**config.mk**
```make
export PLATFORM = sky130hd
export DESIGN_NAME = bitstream_serializer
export DESIGN_NICKNAME = d
export VERILOG_FILES = /design/src/rtl/bitstream_serializer.sv
export SDC_FILE = /design/constraint.sdc
export NUM_CORES = 1
export LEC_CHECK = 0
export ABC_AREA = 1
export CAP_MARGIN = 20
export CORE_ASPECT_RATIO = 0.8
export CORE_MARGIN = 1
export CORE_UTILIZATION = 41
export DETAILED_ROUTE_END_ITERATION = 6
export GPL_TIMING_DRIVEN = 0
export PLACE_DENSITY = 0.71
export SYNTH_ARGS = -nofsm -noshare
export SYNTH_HDL_FRONTEND = slang
export SYNTH_SLANG_ARGS = --single-unit
```
**constraint.sdc**
```tcl
create_clock -name clk -period 1.68 [get_ports clk]
set_clock_uncertainty 0.05 [all_clocks]
set_input_delay 0.336 -clock clk [delete_from_list [all_inputs] [get_ports clk]]
set_output_delay 0.336 -clock clk [all_outputs]
set_load 0.1 [all_outputs]
```
**src/rtl/bitstream_serializer.sv**
```systemverilog
`default_nettype none
// ============================================================================
// Module      : bitstream_serializer
// Description : Captures a CFG_SIZE-bit configuration image, XORs it with a
//               repeating 32-bit keystream and emits it LSB first, one bit
//               per cycle, with back-pressure (Hold) and cancel (Abort).
// Revision    : 1.0 - initial release
// ----------------------------------------------------------------------------
// Ports
//   clk                : single clock for all logic
//   rst                : synchronous, active-high reset
//   CfgIn              : plaintext configuration image (CFG_SIZE bits)
//   CfgLoad            : load request, accepted only while CfgReady=1
//   CfgReady           : high only in IDLE
//   Hold               : stalls emission in the current cycle
//   Abort              : cancels the stream in progress (wins over Hold)
//   BitStreamSerialOut : serial payload bit, 0 whenever not valid
//   BitStreamValid     : qualifies BitStreamSerialOut in the same cycle
//   BitCount           : bits emitted so far in the current stream
//   StreamDone         : one-cycle pulse after the last bit is emitted
// ============================================================================
module bitstream_serializer #(
    parameter int          CFG_SIZE    = 64,
    parameter logic [31:0] ENCRYPT_KEY = 32'hDEAD_BEEF,
    parameter int          ENCRYPT_EN  = 1
) (
    input  logic                          clk,
    input  logic                          rst,
    input  logic [CFG_SIZE-1:0]           CfgIn,
    input  logic                          CfgLoad,
    output logic                          CfgReady,
    input  logic                          Hold,
    input  logic                          Abort,
    output logic                          BitStreamSerialOut,
    output logic                          BitStreamValid,
    output logic [$clog2(CFG_SIZE+1)-1:0] BitCount,
    output logic                          StreamDone
);

    localparam int c_CNT_W = $clog2(CFG_SIZE + 1);

    localparam logic [c_CNT_W-1:0] c_CNT_ONE  = c_CNT_W'(1);
    // Count value while the final payload bit is on the line.
    localparam logic [c_CNT_W-1:0] c_CNT_LAST = c_CNT_W'(CFG_SIZE - 1);

    localparam logic [1:0] c_S_IDLE  = 2'd0;
    localparam logic [1:0] c_S_SHIFT = 2'd1;
    localparam logic [1:0] c_S_DONE  = 2'd2;

    logic [1:0]          r_state_q;
    logic [1:0]          w_state_d;
    logic [CFG_SIZE-1:0] r_shift_q;
    logic [CFG_SIZE-1:0] w_shift_d;
    logic [c_CNT_W-1:0]  r_count_q;
    logic [c_CNT_W-1:0]  w_count_d;
    logic [CFG_SIZE-1:0] w_key;
    logic                w_valid;

    // Keystream: the 32-bit key repeats across the payload, wrapping when
    // CFG_SIZE is not a multiple of 32. Plaintext mode uses an all-zero key.
    for (genvar gi = 0; gi < CFG_SIZE; gi++) begin : g_key
        if (ENCRYPT_EN != 0) begin : g_enc
            assign w_key[gi] = ENCRYPT_KEY[gi % 32];
        end else begin : g_plain
            assign w_key[gi] = 1'b0;
        end
    end

    // Abort suppresses the current bit even when Hold is also asserted.
    assign w_valid            = (r_state_q == c_S_SHIFT) & ~Hold & ~Abort;
    assign BitStreamValid     = w_valid;
    assign BitStreamSerialOut = w_valid & r_shift_q[0];
    assign CfgReady           = (r_state_q == c_S_IDLE);
    assign StreamDone         = (r_state_q == c_S_DONE);
    assign BitCount           = r_count_q;

    always_comb begin
        w_state_d = r_state_q;
        w_shift_d = r_shift_q;
        w_count_d = r_count_q;
        case (r_state_q)
            c_S_IDLE: begin
                if (CfgLoad) begin
                    w_state_d = c_S_SHIFT;
                    w_shift_d = CfgIn ^ w_key;
                    w_count_d = '0;
                end
            end
            c_S_SHIFT: begin
                if (Abort) begin
                    // BitCount keeps the number of bits already sent.
                    w_state_d = c_S_IDLE;
                end else if (!Hold) begin
                    w_shift_d = {1'b0, r_shift_q[CFG_SIZE-1:1]};
                    w_count_d = r_count_q + c_CNT_ONE;
                    if (r_count_q == c_CNT_LAST) begin
                        w_state_d = c_S_DONE;
                    end
                end
            end
            c_S_DONE: begin
                w_state_d = c_S_IDLE;
            end
            default: begin
                w_state_d = c_S_IDLE;
            end
        endcase
    end

    always_ff @(posedge clk) begin
        if (rst) begin
            r_state_q <= c_S_IDLE;
            r_shift_q <= '0;
            r_count_q <= '0;
        end else begin
            r_state_q <= w_state_d;
            r_shift_q <= w_shift_d;
            r_count_q <= w_count_d;
        end
    end

endmodule
`default_nettype wire
```
### Yosys cells after proc, flatten, opt, wreduce, memory -nomap -nowiden

Index checks and enable logic that the tools add are counted.

| storage, ports and cells | value |
|---|---|
| register bits | 73 |
| input port bits | 69 |
| output and inout bits | 11 |
| logic and storage cells | 35 |

| operators by class | value |
|---|---|
| add/sub/neg operators | 1 |
| equal/unequal tests | 8 |
| multiplexer cells | 13 |
| bitwise logic cells | 6 |
| reductions and logical operators | 4 |

Operator list:

| operator | number |
|---|---|
| $mux W64 | 3 |
| $pmux W64 S2 | 1 |
| $not A48 Y48 | 1 |
| $mux W7 | 3 |
| $pmux W7 S2 | 1 |
| $mux W2 | 4 |
| $add A7 B1 Y7 const B | 1 |
| $eq A7 B6 Y1 const B | 1 |
| $ne A2 B2 Y1 const B | 3 |
| $pmux W2 S2 | 1 |
| $reduce_and A4 Y1 | 1 |
| $and A1 B1 Y1 | 3 |
| $ne A3 B2 Y1 const B | 1 |
| $ne A3 B3 Y1 const B | 1 |
| $reduce_and A3 Y1 | 1 |
| $eq A2 B1 Y1 const B | 1 |
| $eq A2 B2 Y1 const B | 1 |
| $logic_not A2 Y1 | 1 |
| $not A1 Y1 | 2 |
| $reduce_bool A2 Y1 | 1 |

### Depth between registers and ports, before layout

| logic depth | value |
|---|---|
| depth after elaboration | 5 |
| depth in mapped cells | 8 |
| mapped depth without buffers | 8 |

### Least setup slack after synthesis

OpenSTA, ideal clock, no wires.

| timing | value |
|---|---|
| path type | register to output |
| start point | reg r_state_q[0] |
| end point | out BitStreamSerialOut |
| arrival time | 1965 ps |
| required time | 1294 ps |
| setup slack | -671 ps |
| stages on the path, launching flop included | 5 |
| buffers on the path | 0 |
| path through | dfxtp_1 inv_2 nor2_4 nand3_4 nor2_1 |

| between the ends | value |
|---|---|
| longest elaborated chain between the ends | 4 |

Ends and longest elaborated chain:

| element | RTL line | RTL |
|---|---|---|
| start, declared | 50 | `logic [1:0] r_state_q;` |
| start signal, assigned | 112 | `r_state_q <= c_S_IDLE;` |
| start signal, assigned | 116 | `r_state_q <= w_state_d;` |
| $eq A2 B1 Y1 | 70 | `assign w_valid = (r_state_q == c_S_SHIFT) & ~Hold & ~Abort;` |
| $and A1 B1 Y1 (2 in a row) | 70 |  |
| $and A1 B1 Y1 | 72 | `assign BitStreamSerialOut = w_valid & r_shift_q[0];` |
| end, declared | 34 | `output logic BitStreamSerialOut,` |

Every way passes these cells.

### Worst setup path after layout

Ends and elaborated chain as after synthesis.

==> Flow_metrics.wiki <==
{| class="wikitable"
! Metric !! Value
|-
| Final max-slew violation count || 0
|-
| Final setup margin || -45.26 ps
|-
| Series of cell instances along the critical path || inv_2 -> nor2_4 -> nand3_4 -> nor2_4 -> buf_12
|-
| Area share of fa/ha/maj cells after synthesis || 0.3888%
|-
| Vertical die dimension || 81.24 um
|-
| Row Count || 28
|-
| Number of antenna violations at the first check in global routing || 0
|-
| Port buffer count || 78
|-
| Count of placed standard cells including taps || 629
|-
| DR iter-0 viols || 181
|-
| Kind of launch point of the worst setup path || register
|-
| Multi-input combinational cell area || 0.001628 mm^2
|-
| Final Hold Viols || 0
|-
| Worst-Margin Slew || 547.6 ps
|-
| Final setup viols || 1
|-
| WP data required || 1290 ps
|-
| Synthesized instance count || 446
|-
| Largest family of logic cells by synthesized area || simple AND/OR/NAND/NOR gates
|-
| Count of buffering cells on the critical path with inverters included || 2
|-
| Library cell appearing most often on the critical path || sky130_fd_sc_hd__nor2_4
|-
| Share of the synthesized area in the top cell type || 45.41%
|-
| Drt via density || 4.919
|-
| Async S/R FF share, synth || 0%
|-
| Post-synthesis average cell area || 7.215 um^2
|-
| Die W || 101.1 um
|-
| Critical Path Slowest Stage Cell || sky130_fd_sc_hd__dfxtp_4
|-
| Number of max-cap violations || 0
|-
| Dpl hpwl || 5879 um
|-
| Final wirelength || 8382 um
|-
| Clock latency of the later-clocked register in the worst-skew pair || 350 ps
|-
| CTS Root Cell || sky130_fd_sc_hd__clkbuf_8
|-
| Synth Flop Type || sky130_fd_sc_hd__dfxtp_1
|-
| Ports || 80
|-
| Number of standard cells in the layout, taps in and fillers out || 651
|-
| Total number of vias || 3202
|-
| Die Area || 0.008209 mm^2
|-
| CP top delay family || simple AND/OR/NAND/NOR gates
|-
| Antenna diode count || 0
|-
| Cell Area, Synth || 0.003218 mm^2
|-
| Violations in the final reports || negative setup slack
|-
| Clock input transition at the sequential cells of the worst setup and hold paths || 70 ps
|-
| Number of enable flip-flop cells after synthesis || 0
|-
| Core Area || 0.007497 mm^2
|-
| Leak pwr || 1.733 nW
|-
| Endpoint kind of the worst setup timing path || output port
|-
| Crit Path Max Fanout || 3
|-
| Total GRT Usage || 21.72%
|-
| Final-layout worst hold slack || 320.1 ps
|-
| First-pass GRT wire length || 13800 um
|-
| Remaining number of nets flagged by the antenna check after routing || 0
|-
| Number of buffers inserted during clock tree synthesis || 9
|-
| Category of the most critical setup path || register to output port
|-
| Synth area leader || sky130_fd_sc_hd__dfxtp_1
|-
| Top cell types by occurrence after synthesis || sky130_fd_sc_hd__nand2_1 (186), sky130_fd_sc_hd__dfxtp_1 (73), sky130_fd_sc_hd__a31oi_1 (41)
|-
| 1st-pass router iterations || 5
|-
| Via count of the first global-routing pass || 2946
|-
| CP arrival || 1340 ps
|-
| Overflow after GRT || 0
|-
| IR Drop Worst-Case VDD || 0.0005565 V
|-
| Count leader, synth || sky130_fd_sc_hd__nand2_1
|-
| Leading post-synthesis cells by cell area || sky130_fd_sc_hd__dfxtp_1 (45%), sky130_fd_sc_hd__nand2_1 (22%), sky130_fd_sc_hd__a31oi_1 (8.0%)
|-
| Largest net degree at the start of global routing || 19
|-
| Areal power density over the cells || 949.2 mW/mm^2
|-
| Seq/Total Area, Yosys || 45.41%
|-
| Starting Density || 42.92%
|-
| Share of the clock period used by the worst path after layout || 102.7%
|-
| Headroom to the max-slew limit || 63.50%
|-
| Distinct cell type count after synthesis || 29
|-
| Count of synthesis-stage warnings from yosys || 0
|-
| Count of clock tree sinks || 73
|-
| Mean routed wirelength per cell || 12.88 um
|-
| H-Tree Depth || 3
|-
| Compound-cell area share of the yosys netlist || 16.10%
|-
| Fill count || 717
|-
| Number of design rule violations left after detail routing || 0
|-
| Clock Tree Buf Depth || 2
|-
| Share of cells above drive strength 1 || 17.95%
|-
| Mux cell area share after synthesis || 0%
|-
| Area growth from synthesis to layout || 42.22%
|-
| Highest clock rate || 0.5796 GHz
|-
| Nets in the synthesized netlist || 516
|-
| Synth Area in Simple Gates || 31.77%
|-
| GP Congestion || 0.8106
|-
| FF/Latch Area || 0.001474 mm^2
|-
| Largest incremental delay on the critical path || 370 ps
|-
| Unrepaired setup endpoints after global routing || yes
|-
| Seq cells post-synth || 73
|-
| Status || finished with violations
|-
| Count of nets after finishing || 611
|-
| Min-Delay Path Class || input port to register
|-
| Clock period minus worst slack || 1725 ps
|-
| Clock tree from TritonCTS || done
|-
| XOR/XNOR Fraction of Synth Area || 0%
|}
[worst register-to-register path: stages (launching register included)]
cell and delay, ps:
sky130_fd_sc_hd__dfxtp_4 370, sky130_fd_sc_hd__inv_2 50, sky130_fd_sc_hd__nor2_4 110, sky130_fd_sc_hd__buf_4 160, sky130_fd_sc_hd__o21ai_2 80, sky130_fd_sc_hd__nand2_2 110
sky130_fd_sc_hd__buf_8 160, sky130_fd_sc_hd__buf_6 150, sky130_fd_sc_hd__nand2_1 70, sky130_fd_sc_hd__a31oi_1 190
[stage by stage]
stage                     cell area [um^2]  power (W)  TNS, ps  util, %  worst slack, ps
after floorplan                       3331   0.002282   -181.8        -           -181.8
after global placement                4243   0.002541   -11350    56.59            -1276
after detailed placement              4243   0.002551   -12280    56.59            -1275
after CTS                             4543   0.004371   -206.3    60.60           -105.5
after global routing                  4577   0.004529   -144.7    61.05           -102.2
final                                 4577   0.004344   -45.26    61.05           -45.26
[worst paths after layout]
check,endpoint,cells after the start,start,slack [ps]
max,BitStreamSerialOut,5,r_state_q[0]$_SDFFE_PP0P_,-50
min,r_state_q[0]$_SDFFE_PP0P_,4,Abort,320
max reg2reg,r_shift_q[1]$_SDFFE_PP0P_,9,r_state_q[0]$_SDFFE_PP0P_,100
min reg2reg,r_shift_q[40]$_SDFFE_PP0P_,2,r_shift_q[40]$_SDFFE_PP0P_,420
[final cells by class]
type	instances	area share, %
flip-flops and latches	73	32.20
inverters	14	1.422
clock inverters	7	3.116
plain buffers	28	4.101
repair buffers	85	18.02
well taps	105	2.870
multi-input cells	330	35.57
clock buffers	9	2.706
[layer usage]
metal / global-route usage (%) / wire length, um
met4: 7.391 / 131
met2: 35.24 / 3864
met3: 5.594 / 383
met1: 28.14 / 4003
met5: 0 / 0
[what timing repair did]
item                       4_1_cts  5_1_grt
hold buffers                     0        0
gates resized for setup         65       13
pin swaps                        3        3
setup endpoints to repair       11       26
buffers inserted                 3        4
cloned                           0        0
[logic make-up after synthesis]
family | after synthesis
AOI/OAI and AO/OA | 91
adders and majority gates | 1
buffers and inverters | 43
DFF | 73
and+or+nand+nor | 238
[flip-flops by register name, indices dropped and copies added (netlist names)]
signal     flops
r_shift_q     64
r_state_q      2
BitCount       7
[placed cells by master, fill, tap and decap left out, drive strengths merged]
master / count
a211oi: 1
a21oi: 28
a31oi: 41
and3: 1
buf: 32
bufinv: 4
clkbuf: 22
clkdlybuf4s15: 1
clkdlybuf4s50: 65
clkinv: 4
dfxtp: 73
dlymetal6s2s: 2
ha: 1
inv: 13
nand2: 189
nand3: 6
nand4: 2
nor2: 8
nor3: 1
o21a: 1
o21ai: 19
o21bai: 1
or2: 31
[where the power goes]
group	total [W]	switching [W]	internal, W
registers	0.00188	0.0000522	0.00183
logic	0.000657	0.000325	0.000332
clock network	0.00181	0.000669	0.00114
(Power assumes the default switching activity.)
